--- config.mk ---
export PLATFORM = sky130hd
export DESIGN_NAME = fire2_3_expand1_sched_flat
export DESIGN_NICKNAME = d
export VERILOG_FILES = /design/src/rtl/fire2_3_expand1_sched_pkg.sv /design/src/rtl/fire2_3_expand1_sched_if.sv /design/src/rtl/fire2_3_expand1_sched_counter.sv /design/src/rtl/fire2_3_expand1_sched.sv /design/src/flat_wrapper.sv
export SDC_FILE = /design/constraint.sdc
export NUM_CORES = 1
export LEC_CHECK = 0
export BUFFER_PORTS_ARGS = -buffer_cell sky130_fd_sc_hd__buf_4
export CORE_UTILIZATION = 47
export CTS_BUF_LIST = sky130_fd_sc_hd__clkbuf_4 sky130_fd_sc_hd__clkbuf_8 sky130_fd_sc_hd__clkbuf_16
export DETAILED_ROUTE_END_ITERATION = 10
export MAX_ROUTING_LAYER = met4
export PLACE_DENSITY = 0.85
export SETUP_SLACK_MARGIN = 0.2
export SLEW_MARGIN = 5
export SYNTH_ARGS = -nofsm -noshare
export SYNTH_HDL_FRONTEND = slang
export SYNTH_SLANG_ARGS = --single-unit
export TNS_END_PERCENT = 50
--- constraint.sdc ---
create_clock -name clk -period 1.65 [get_ports clk]
set_input_delay 0.2475 -clock clk [delete_from_list [all_inputs] [get_ports clk]]
set_output_delay 0.2475 -clock clk [all_outputs]
set_load 0.01 [all_outputs]
--- src/rtl/fire2_3_expand1_sched_pkg.sv ---
// rtl/fire2_3_expand1_sched_pkg.sv - shared types and default sizes for the fire2/fire3 expand-1x1 sequencer
package fire_expand_pkg;

    localparam int WOUT_DEFAULT = 64;
    localparam int CHIN_DEFAULT = 16;

    typedef enum logic [2:0] {
        IDLE  = 3'd0,
        ACC2  = 3'd1,
        WR2   = 3'd2,
        WAIT2 = 3'd3,
        ACC3  = 3'd4,
        WR3   = 3'd5,
        WAIT3 = 3'd6
    } sched_state_t;

endpackage

--- src/rtl/fire2_3_expand1_sched_if.sv ---
// rtl/fire2_3_expand1_sched_if.sv - control/status bundle of the expand-1x1 sequencer (ifm_valid only with FIRE_EXPAND1_STALL_EN)
interface fire2_3_expand1_sched_if #(
    parameter int AW = 4,
    parameter int PW = 12
);
    logic          start;
    logic          ram_feedback_2;
    logic          ram_feedback_3;
`ifdef FIRE_EXPAND1_STALL_EN
    logic          ifm_valid;
`endif
    logic          fire2_expand_1_en;
    logic          fire3_expand_1_en;
    logic [AW-1:0] weight_rom_address;
    logic          mac_en;
    logic          mac_clr;
    logic          ofm_sample;
    logic [PW-1:0] pixel_index;
    logic          fire2_expand_1_finish;
    logic          fire3_expand_1_finish;
    logic          busy;
    logic          done;

    modport master (
`ifdef FIRE_EXPAND1_STALL_EN
        output ifm_valid,
`endif
        output start, ram_feedback_2, ram_feedback_3,
        input  fire2_expand_1_en, fire3_expand_1_en, weight_rom_address,
        input  mac_en, mac_clr, ofm_sample, pixel_index,
        input  fire2_expand_1_finish, fire3_expand_1_finish, busy, done
    );

    modport slave (
`ifdef FIRE_EXPAND1_STALL_EN
        input  ifm_valid,
`endif
        input  start, ram_feedback_2, ram_feedback_3,
        output fire2_expand_1_en, fire3_expand_1_en, weight_rom_address,
        output mac_en, mac_clr, ofm_sample, pixel_index,
        output fire2_expand_1_finish, fire3_expand_1_finish, busy, done
    );

endinterface

--- src/rtl/fire2_3_expand1_sched_counter.sv ---
// rtl/fire2_3_expand1_sched_counter.sv - two-level channel (k) / pixel counter for the expand-1x1 sequencer
module fire_expand1_seq_counter #(
    parameter int WOUT = 64,
    parameter int CHIN = 16,
    parameter int AW   = $clog2(CHIN),
    parameter int PW   = $clog2(WOUT*WOUT)
) (
    input  logic          clk,
    input  logic          rst,
    input  logic          inc_k,
    input  logic          clr_k,
    input  logic          inc_pixel,
    input  logic          clr_pixel,
    output logic [AW-1:0] k,
    output logic [PW-1:0] pixel,
    output logic          wrap_k,
    output logic          last_pixel
);

    // Neither counter rolls over on its own; the sequencer clears them explicitly.
    always_ff @(posedge clk or posedge rst) begin
        if (rst) begin
            k     <= '0;
            pixel <= '0;
        end else begin
            if (clr_k)
                k <= '0;
            else if (inc_k)
                k <= k + AW'(1);

            if (clr_pixel)
                pixel <= '0;
            else if (inc_pixel)
                pixel <= pixel + PW'(1);
        end
    end

    assign wrap_k     = (k == AW'(CHIN - 1));
    assign last_pixel = (pixel == PW'(WOUT*WOUT - 1));

endmodule

--- src/rtl/fire2_3_expand1_sched.sv ---
// rtl/fire2_3_expand1_sched.sv - fire2 then fire3 expand-1x1 MAC sequencer; FIRE_EXPAND1_STALL_EN adds ifm_valid stalling
module fire2_3_expand1_sched
    import fire_expand_pkg::*;
#(
    parameter int WOUT = WOUT_DEFAULT,
    parameter int CHIN = CHIN_DEFAULT,
    parameter int AW   = $clog2(CHIN),
    parameter int PW   = $clog2(WOUT*WOUT)
) (
    input  logic                  clk,
    input  logic                  rst,
    fire2_3_expand1_sched_if.slave bus
);

    sched_state_t  state;
    logic          fb2_latch;
    logic          fb3_latch;
    logic          in_valid;
    logic          acc;
    logic          wr;
    logic [AW-1:0] k;
    logic [PW-1:0] pixel;
    logic          wrap_k;
    logic          last_pixel;

`ifdef FIRE_EXPAND1_STALL_EN
    assign in_valid = bus.ifm_valid;
`else
    assign in_valid = 1'b1;
`endif

    assign acc = (state == ACC2) || (state == ACC3);
    assign wr  = (state == WR2)  || (state == WR3);

    fire_expand1_seq_counter #(
        .WOUT (WOUT),
        .CHIN (CHIN),
        .AW   (AW),
        .PW   (PW)
    ) u_counter (
        .clk        (clk),
        .rst        (rst),
        .inc_k      (acc && in_valid && !wrap_k),
        .clr_k      (wr),
        .inc_pixel  (wr && !last_pixel),
        .clr_pixel  (wr && last_pixel),
        .k          (k),
        .pixel      (pixel),
        .wrap_k     (wrap_k),
        .last_pixel (last_pixel)
    );

    always_ff @(posedge clk or posedge rst) begin
        if (rst) begin
            state     <= IDLE;
            fb2_latch <= 1'b0;
            fb3_latch <= 1'b0;
        end else begin
            case (state)
                IDLE:    if (bus.start) state <= ACC2;
                ACC2:    if (in_valid && wrap_k) state <= WR2;
                WR2:     state <= last_pixel ? WAIT2 : ACC2;
                WAIT2:   if (fb2_latch) state <= ACC3;
                ACC3:    if (in_valid && wrap_k) state <= WR3;
                WR3:     state <= last_pixel ? WAIT3 : ACC3;
                WAIT3:   if (fb3_latch) state <= IDLE;
                default: state <= IDLE;
            endcase

            // Feedback may arrive early; it is held until its own WAIT state consumes it.
            if (state != IDLE) begin
                if (state == WAIT2 && fb2_latch)
                    fb2_latch <= 1'b0;
                else if (bus.ram_feedback_2)
                    fb2_latch <= 1'b1;

                if (state == WAIT3 && fb3_latch)
                    fb3_latch <= 1'b0;
                else if (bus.ram_feedback_3)
                    fb3_latch <= 1'b1;
            end
        end
    end

    assign bus.fire2_expand_1_en     = (state == ACC2) || (state == WR2) || (state == WAIT2);
    assign bus.fire3_expand_1_en     = (state == ACC3) || (state == WR3) || (state == WAIT3);
    assign bus.weight_rom_address    = acc ? k : '0;
    assign bus.mac_en                = acc && in_valid;
    assign bus.mac_clr               = wr;
    assign bus.ofm_sample            = wr;
    assign bus.pixel_index           = pixel;
    assign bus.fire2_expand_1_finish = (state == WAIT2) && !fb2_latch;
    assign bus.fire3_expand_1_finish = (state == WAIT3) && !fb3_latch;
    assign bus.busy                  = (state != IDLE);
    assign bus.done                  = (state == WAIT3) && fb3_latch;

endmodule
--- src/flat_wrapper.sv ---
// flat-port wrapper written by rule: the top's interface ports become plain ports
module fire2_3_expand1_sched_flat import fire_expand_pkg::*;
#(
    parameter int WOUT = WOUT_DEFAULT,
    parameter int CHIN = CHIN_DEFAULT,
    parameter int AW   = $clog2(CHIN),
    parameter int PW   = $clog2(WOUT*WOUT)
)
  (clk, rst, bus_start, bus_ram_feedback_2, bus_ram_feedback_3, bus_fire2_expand_1_en, bus_fire3_expand_1_en, bus_weight_rom_address, bus_mac_en, bus_mac_clr, bus_ofm_sample, bus_pixel_index, bus_fire2_expand_1_finish, bus_fire3_expand_1_finish, bus_busy, bus_done);
  fire2_3_expand1_sched_if #(.AW(AW), .PW(PW)) bus_i ();
  input  logic clk;
  input  logic rst;
  input wire logic [$bits(bus_i.start)-1:0] bus_start;
  input wire logic [$bits(bus_i.ram_feedback_2)-1:0] bus_ram_feedback_2;
  input wire logic [$bits(bus_i.ram_feedback_3)-1:0] bus_ram_feedback_3;
  output wire logic [$bits(bus_i.fire2_expand_1_en)-1:0] bus_fire2_expand_1_en;
  output wire logic [$bits(bus_i.fire3_expand_1_en)-1:0] bus_fire3_expand_1_en;
  output wire logic [$bits(bus_i.weight_rom_address)-1:0] bus_weight_rom_address;
  output wire logic [$bits(bus_i.mac_en)-1:0] bus_mac_en;
  output wire logic [$bits(bus_i.mac_clr)-1:0] bus_mac_clr;
  output wire logic [$bits(bus_i.ofm_sample)-1:0] bus_ofm_sample;
  output wire logic [$bits(bus_i.pixel_index)-1:0] bus_pixel_index;
  output wire logic [$bits(bus_i.fire2_expand_1_finish)-1:0] bus_fire2_expand_1_finish;
  output wire logic [$bits(bus_i.fire3_expand_1_finish)-1:0] bus_fire3_expand_1_finish;
  output wire logic [$bits(bus_i.busy)-1:0] bus_busy;
  output wire logic [$bits(bus_i.done)-1:0] bus_done;
  assign bus_i.start = bus_start;
  assign bus_i.ram_feedback_2 = bus_ram_feedback_2;
  assign bus_i.ram_feedback_3 = bus_ram_feedback_3;
  assign bus_fire2_expand_1_en = bus_i.fire2_expand_1_en;
  assign bus_fire3_expand_1_en = bus_i.fire3_expand_1_en;
  assign bus_weight_rom_address = bus_i.weight_rom_address;
  assign bus_mac_en = bus_i.mac_en;
  assign bus_mac_clr = bus_i.mac_clr;
  assign bus_ofm_sample = bus_i.ofm_sample;
  assign bus_pixel_index = bus_i.pixel_index;
  assign bus_fire2_expand_1_finish = bus_i.fire2_expand_1_finish;
  assign bus_fire3_expand_1_finish = bus_i.fire3_expand_1_finish;
  assign bus_busy = bus_i.busy;
  assign bus_done = bus_i.done;
  fire2_3_expand1_sched #(.WOUT(WOUT), .CHIN(CHIN), .AW(AW), .PW(PW)) u_core (.clk(clk), .rst(rst), .bus(bus_i));
endmodule
# Yosys cells after proc, flatten, opt, wreduce, memory -nomap -nowiden
# Cells that the tools add are included.
[totals]
inputBits = 5
output_inout_bits = 25
register_bits = 21
[op_classes]
reduce_logical = 26
eq_ne = 13
n_mux = 17
n_addsub = 2
[op_table]
columns = ["cell", "count"]
rows = [
  ["2-to-1 mux 12 bit", 2],
  ["case mux 3 bit (7 select lines)", 1],
  ["2-to-1 mux 3 bit", 5],
  ["adder 12 x 1 -> 12 bit (second input constant)", 1],
  ["equality test 12 bit (second input constant)", 1],
  ["2-to-1 mux 4 bit", 3],
  ["equality test 3 bit (second input constant)", 3],
  ["!= test 2 x 1 -> 1 bit (second input constant)", 4],
  ["nonzero test 2 bit", 4],
  ["logical AND 1 bit", 7],
  ["equality test 3 x 2 -> 1 bit (second input constant)", 2],
  ["logical OR 1 bit", 6],
  ["AND reduction 5 bit", 1],
  ["adder 4 x 1 -> 4 bit (second input constant)", 1],
  ["equality test 4 bit (second input constant)", 1],
  ["logical NOT 1 bit", 4],
  ["2-to-1 mux 1 bit", 4],
  ["2-to-1 mux 2 bit", 2],
  ["AND reduction 2 bit", 2],
  ["equality test 3 x 1 -> 1 bit (second input constant)", 1],
  ["logical NOT 3 bit", 1],
  ["nonzero test 3 bit", 1],
  ["!= test 2 bit (second input constant)", 1],
]

# Logic depth before layout (Yosys ltp)
[depth]
depth_word = 5
mapped_depth = 5
ltp_nobuf = 5

# Cells and area by module
# Synthesis repeated with hierarchy kept, for this count alone.
[unflattened]
cells_unflattened = 129
area_unflattened_um2 = 1236.2
[by_module_without_submodules]
columns = ["module", "instances", "area_per_inst_um2", "seq_area_each_um2", "cells_per_inst"]
rows = [
  ["fire_expand1_seq_counter", 1, 797.0, 400.4, 77],
  ["fire2_3_expand1_sched", 1, 439.2, 125.1, 52],
]

# Worst setup path before layout
# OpenSTA, ideal clock, no wires.
[synth_path]
path_kind = "reg2reg"
startpoint = "register u_core.state[0]"
endpoint = "register u_core.u_counter.pixel[0]"
arrival_ns = 1.541
path_slack_ns = -0.009
path_stages_with_launch = 5
setup_time_ns = 0.118
n_path_buf = 0
path_cell_list = "dfrtp_1 -> or3b_4 -> a2111oi_4 -> nor3_1 -> a21o_1"
[synth_via]
elab_chain_len = 4
[synth_lines]
columns = ["item", "line", "text"]
rows = [
  ["start, declared", "fire2_3_expand1_sched.sv:15", "sched_state_t state;"],
  ["start signal, assigned", "fire2_3_expand1_sched.sv:62", "WR2: state <= last_pixel ? WAIT2 : ACC2;"],
  ["start signal, assigned", "fire2_3_expand1_sched.sv:65", "WR3: state <= last_pixel ? WAIT3 : ACC3;"],
  ["equality test 3 x 2 -> 1 bit / equality test 3 bit (equally long branches)", "fire2_3_expand1_sched.sv:33", "assign wr = (state == WR2) || (state == WR3);"],
  ["logical OR 1 bit (*)", "fire2_3_expand1_sched.sv:33", ""],
  ["logical AND 1 bit (on tied branches)", "fire2_3_expand1_sched.sv:46, fire2_3_expand1_sched.sv:45", ""],
  ["2-to-1 mux 12 bit / nonzero test 2 bit (equally long branches)", "n/a", ""],
  ["end signal, assigned", "fire2_3_expand1_sched_counter.sv:34", "pixel <= pixel + PW'(1);"],
  ["end, declared", "fire2_3_expand1_sched_counter.sv:15", "output logic [PW-1:0] pixel,"],
]
# Mark *: on every way between the ends. The rest lies on a longest branch, timed or not.
# A chain may end at the register's enable or synchronous reset.

# Worst setup path in the final report
[layout_path]
startpoint = "register u_core.state[2]"
endpoint = "register u_core.u_counter.pixel[3]"
# The elaborated chain is that of the path after synthesis.

==> flow_summary.json <==
{
  "grt_pass1_vias": 1181,
  "synth_flop_cell": "dfrtp_1",
  "grt_first_pass_wirelength_mm": 5.326,
  "power_density_nw_per_um2": 420.8,
  "syn2layout_area_growth_pct": 60.30,
  "syn_nets": 137,
  "hpwl_mm": 2.190,
  "cts_sinks": 21,
  "cts_tree": "done",
  "critPathLaunch": "u_core.state[2]",
  "portBuffers": 29,
  "rows": 18,
  "final_util": 0.7975,
  "status": "finished with violations",
  "overflow": 0,
  "fp.dieH_um": 53.21,
  "required_ns": 1.87,
  "drt-pass1-iter-count": 4,
  "violations": "negative setup slack",
  "ys_seq_elements": 21,
  "critPathMaxFanout": 5,
  "crit_end": "u_core.u_counter.pixel[3]",
  "async_reset_ff_frac": 1.000,
  "slew_headroom": 0.7192,
  "hold_violations": 0,
  "num_io_pins": 30,
  "finalWirelength_mm": 3.854,
  "grt_max_degree": 22,
  "place.gp.congestion": 0.8476,
  "die_w_um": 53.21,
  "diodes": 0,
  "drc": 0,
  "setup_viol": 22,
  "worst_slack_ns": -0.1844,
  "worstReg2RegEnd": "u_core.u_counter.pixel[3]",
  "r2r_setup_slack_ns": -0.18,
  "ys_seq_area_frac": 0.4264,
  "fin_nets": 202,
  "fin_crit_ns": 1.834,
  "netlist_instances": 130,
  "ctsHtreeMaxLevel": 1,
  "worstSetupStartpointType": "flip-flop",
  "r2r_cells": 5,
  "ir_drop_mv": 0.7497,
  "wl_per_cell_um": 17.21,
  "tns_ns": -2.643,
  "rsz0062_at_grt": "yes",
  "layout_worst_path_cycle_share": 1.112,
  "arrival_ns": 2.06,
  "r2r-start": "u_core.state[2]",
  "clockRootBuffer": "clkbuf_4",
  "coreArea_um2": 2477,
  "cap_violations": 0,
  "max_freq_mhz": 545.1,
  "endpoint_kind": "flip-flop",
  "synth_cell_types": 43,
  "yosysWarnings": 0,
  "clk_path_buf_depth": 2,
  "instances_no_fill": 224,
  "insertion_delay_ns": 0.34,
  "slowest_delay_ns": 0.44,
  "fin_skew_ns": 0.01599,
  "worstPathCellList": "buf_4 > or3b_4 > a2111oi_4 > buf_4 > nor2_2",
  "placed_area_um2": 1612,
  "antenna_found_initial": 0,
  "via_count": 1301,
  "cellLeakagePower_nw": 0.9329,
  "via_per_inst": 5.808,
  "grt_usage": 0.2766,
  "drt-initial-drc-count": 14,
  "placedCellCount": 205,
  "drv_slew": 0,
  "start_util": 0.4975,
  "synth.most_common_cell": "dfrtp_1",
  "synth_area_um2": 1232,
  "hold_class": "in -> reg",
  "crit_type": "reg -> reg",
  "clk_pin_slew_ns": 0.13,
  "synthTopCellsByCount": "21 x dfrtp_1, 15 x nor2_1, 11 x nand2_1",
  "design_area_um2": 1976,
  "worst_pin_slew_ns": 0.4201,
  "cts-buffers-inserted": 3,
  "synth_edf_count": 0,
  "synth_top_cell_by_area": "dfrtp_1",
  "synth_area_leaders": "dfrtp_1 43%, nor2_1 4.6%, and3_1 3.6%, xnor2_1 3.6%, xor2_1 3.6%",
  "cp_common_cell": "buf_4",
  "ant_nets": 0,
  "synth.avg_cell_area_um2": 9.480,
  "drive_gt1_frac": 0.5309,
  "holdWs_ns": 0.1247,
  "crit_slowest_cell": "dfrtp_1",
  "die-area_um2": 2831,
  "synth_top_area_share": 0.4264
}
-- sequential cells by signal, indices dropped and copies added, names as in the netlist --
signal,count
u_core.u_counter.k,4
u_core.state,3
u_core.u_counter.pixel,12
u_core.fb2_latch,1
u_core.fb3_latch,1
-- report_power, final --
| group | internal (mW) | switching, mW | leakage (nW) |
|---|---|---|---|
| clock | 0.112 | 0.183 | 0.0184 |
| sequential | 0.515 | 0.000000000000000330 | 0.252 |
| combinational | 0.00930 | 0.0125 | 0.662 |
-- worst min path at each step --
stage	startpoint	slack, ns	endpoint	depth (start not counted)
3_3_place_gp	rst	0.30	u_core.u_counter.pixel[11]	3
6_report	bus_ram_feedback_3	0.12	u_core.fb3_latch	3
5_1_grt	bus_ram_feedback_3	0.15	u_core.fb3_latch	3
4_1_cts	bus_ram_feedback_3	0.15	u_core.fb3_latch	3
3_5_place_dp	rst	0.31	u_core.u_counter.pixel[2]	3
2_1_floorplan	rst	0.22	u_core.fb2_latch	1
-- through the flow --
| step | power, mW | setup slack (ns) |
|---|---|---|
| 2_1_floorplan | 0.5322 | 0.0007445 |
| 3_3_place_gp | 0.5435 | 0.07209 |
| 5_1_grt | 0.8529 | -0.2182 |
| 6_report | 0.8313 | -0.1844 |
| 4_1_cts | 0.8282 | -0.1122 |
| 3_5_place_dp | 0.5449 | 0.02879 |
-- final cells by class --
type	instances	area [µm²]
timing repair buffer	64	554.3
tap	30	37.54
multi-input combinational	99	804.5
fill	150	501.7
inverter	6	22.52
clock buffer	4	30.03
sequential	21	526.8
-- routing by layer --
| layer | part of all wire | wire length [µm] | GRT usage |
|---|---|---|---|
| met4 | 0.050 | 193 | 0.09649 |
| met5 | 0 | 0 | - |
| met3 | 0.046 | 176 | 0.05460 |
| met1 | 0.39 | 1518 | 0.3224 |
| met2 | 0.51 | 1966 | 0.4708 |
-- critical path: cells and delay by family, from the launching register on --
| kind | cells | cell delay [ns] |
|---|---|---|
| AOI/OAI and AO/OA | 1 | 0.44 |
| and+or+nand+nor | 2 | 0.46 |
| DFF | 1 | 0.44 |
| buffers and inverters | 2 | 0.37 |
-- repair_timing --
action / CTS / global route
hold endpoints to repair: 21 / 0
resized for setup: 30 / 25
setup buffers: 9 / 5
hold buffers: 1 / 0
endpoints found under the setup margin: 32 / 32
cloned: 0 / 0
pin swaps: 11 / 13
-- logic make-up after synthesis --
kind of cell,count (synthesis),synth area share
AO/OA/AOI/OAI,24,0.1543
AND/OR/NAND/NOR,61,0.2650
XOR/XNOR,11,0.08426
adder cells (fa/ha/maj),2,0.02030
buffers and inverters,10,0.04060
multiplexers,1,0.009136
flip-flops,21,0.4264
-- cells in the final DEF, fill, tap and decap left out, types with 3 or more instances in the layout --
master    netlist  final
dfrtp_1        21     20
a21oi_1         8      4
or3_1           4      3
buf_6           0     19
clkbuf_4        0      4
a21oi_2         0      4
inv_1           5      5
nand2_1        11      9
xor2_1          5      5
nor2_1         15      8
nor2_2          1      6
nand3_1         6      6
and3_4          0      5
xnor2_1         5      5
buf_4           2     44
Note: power is estimated with default switching activity, not from simulation.
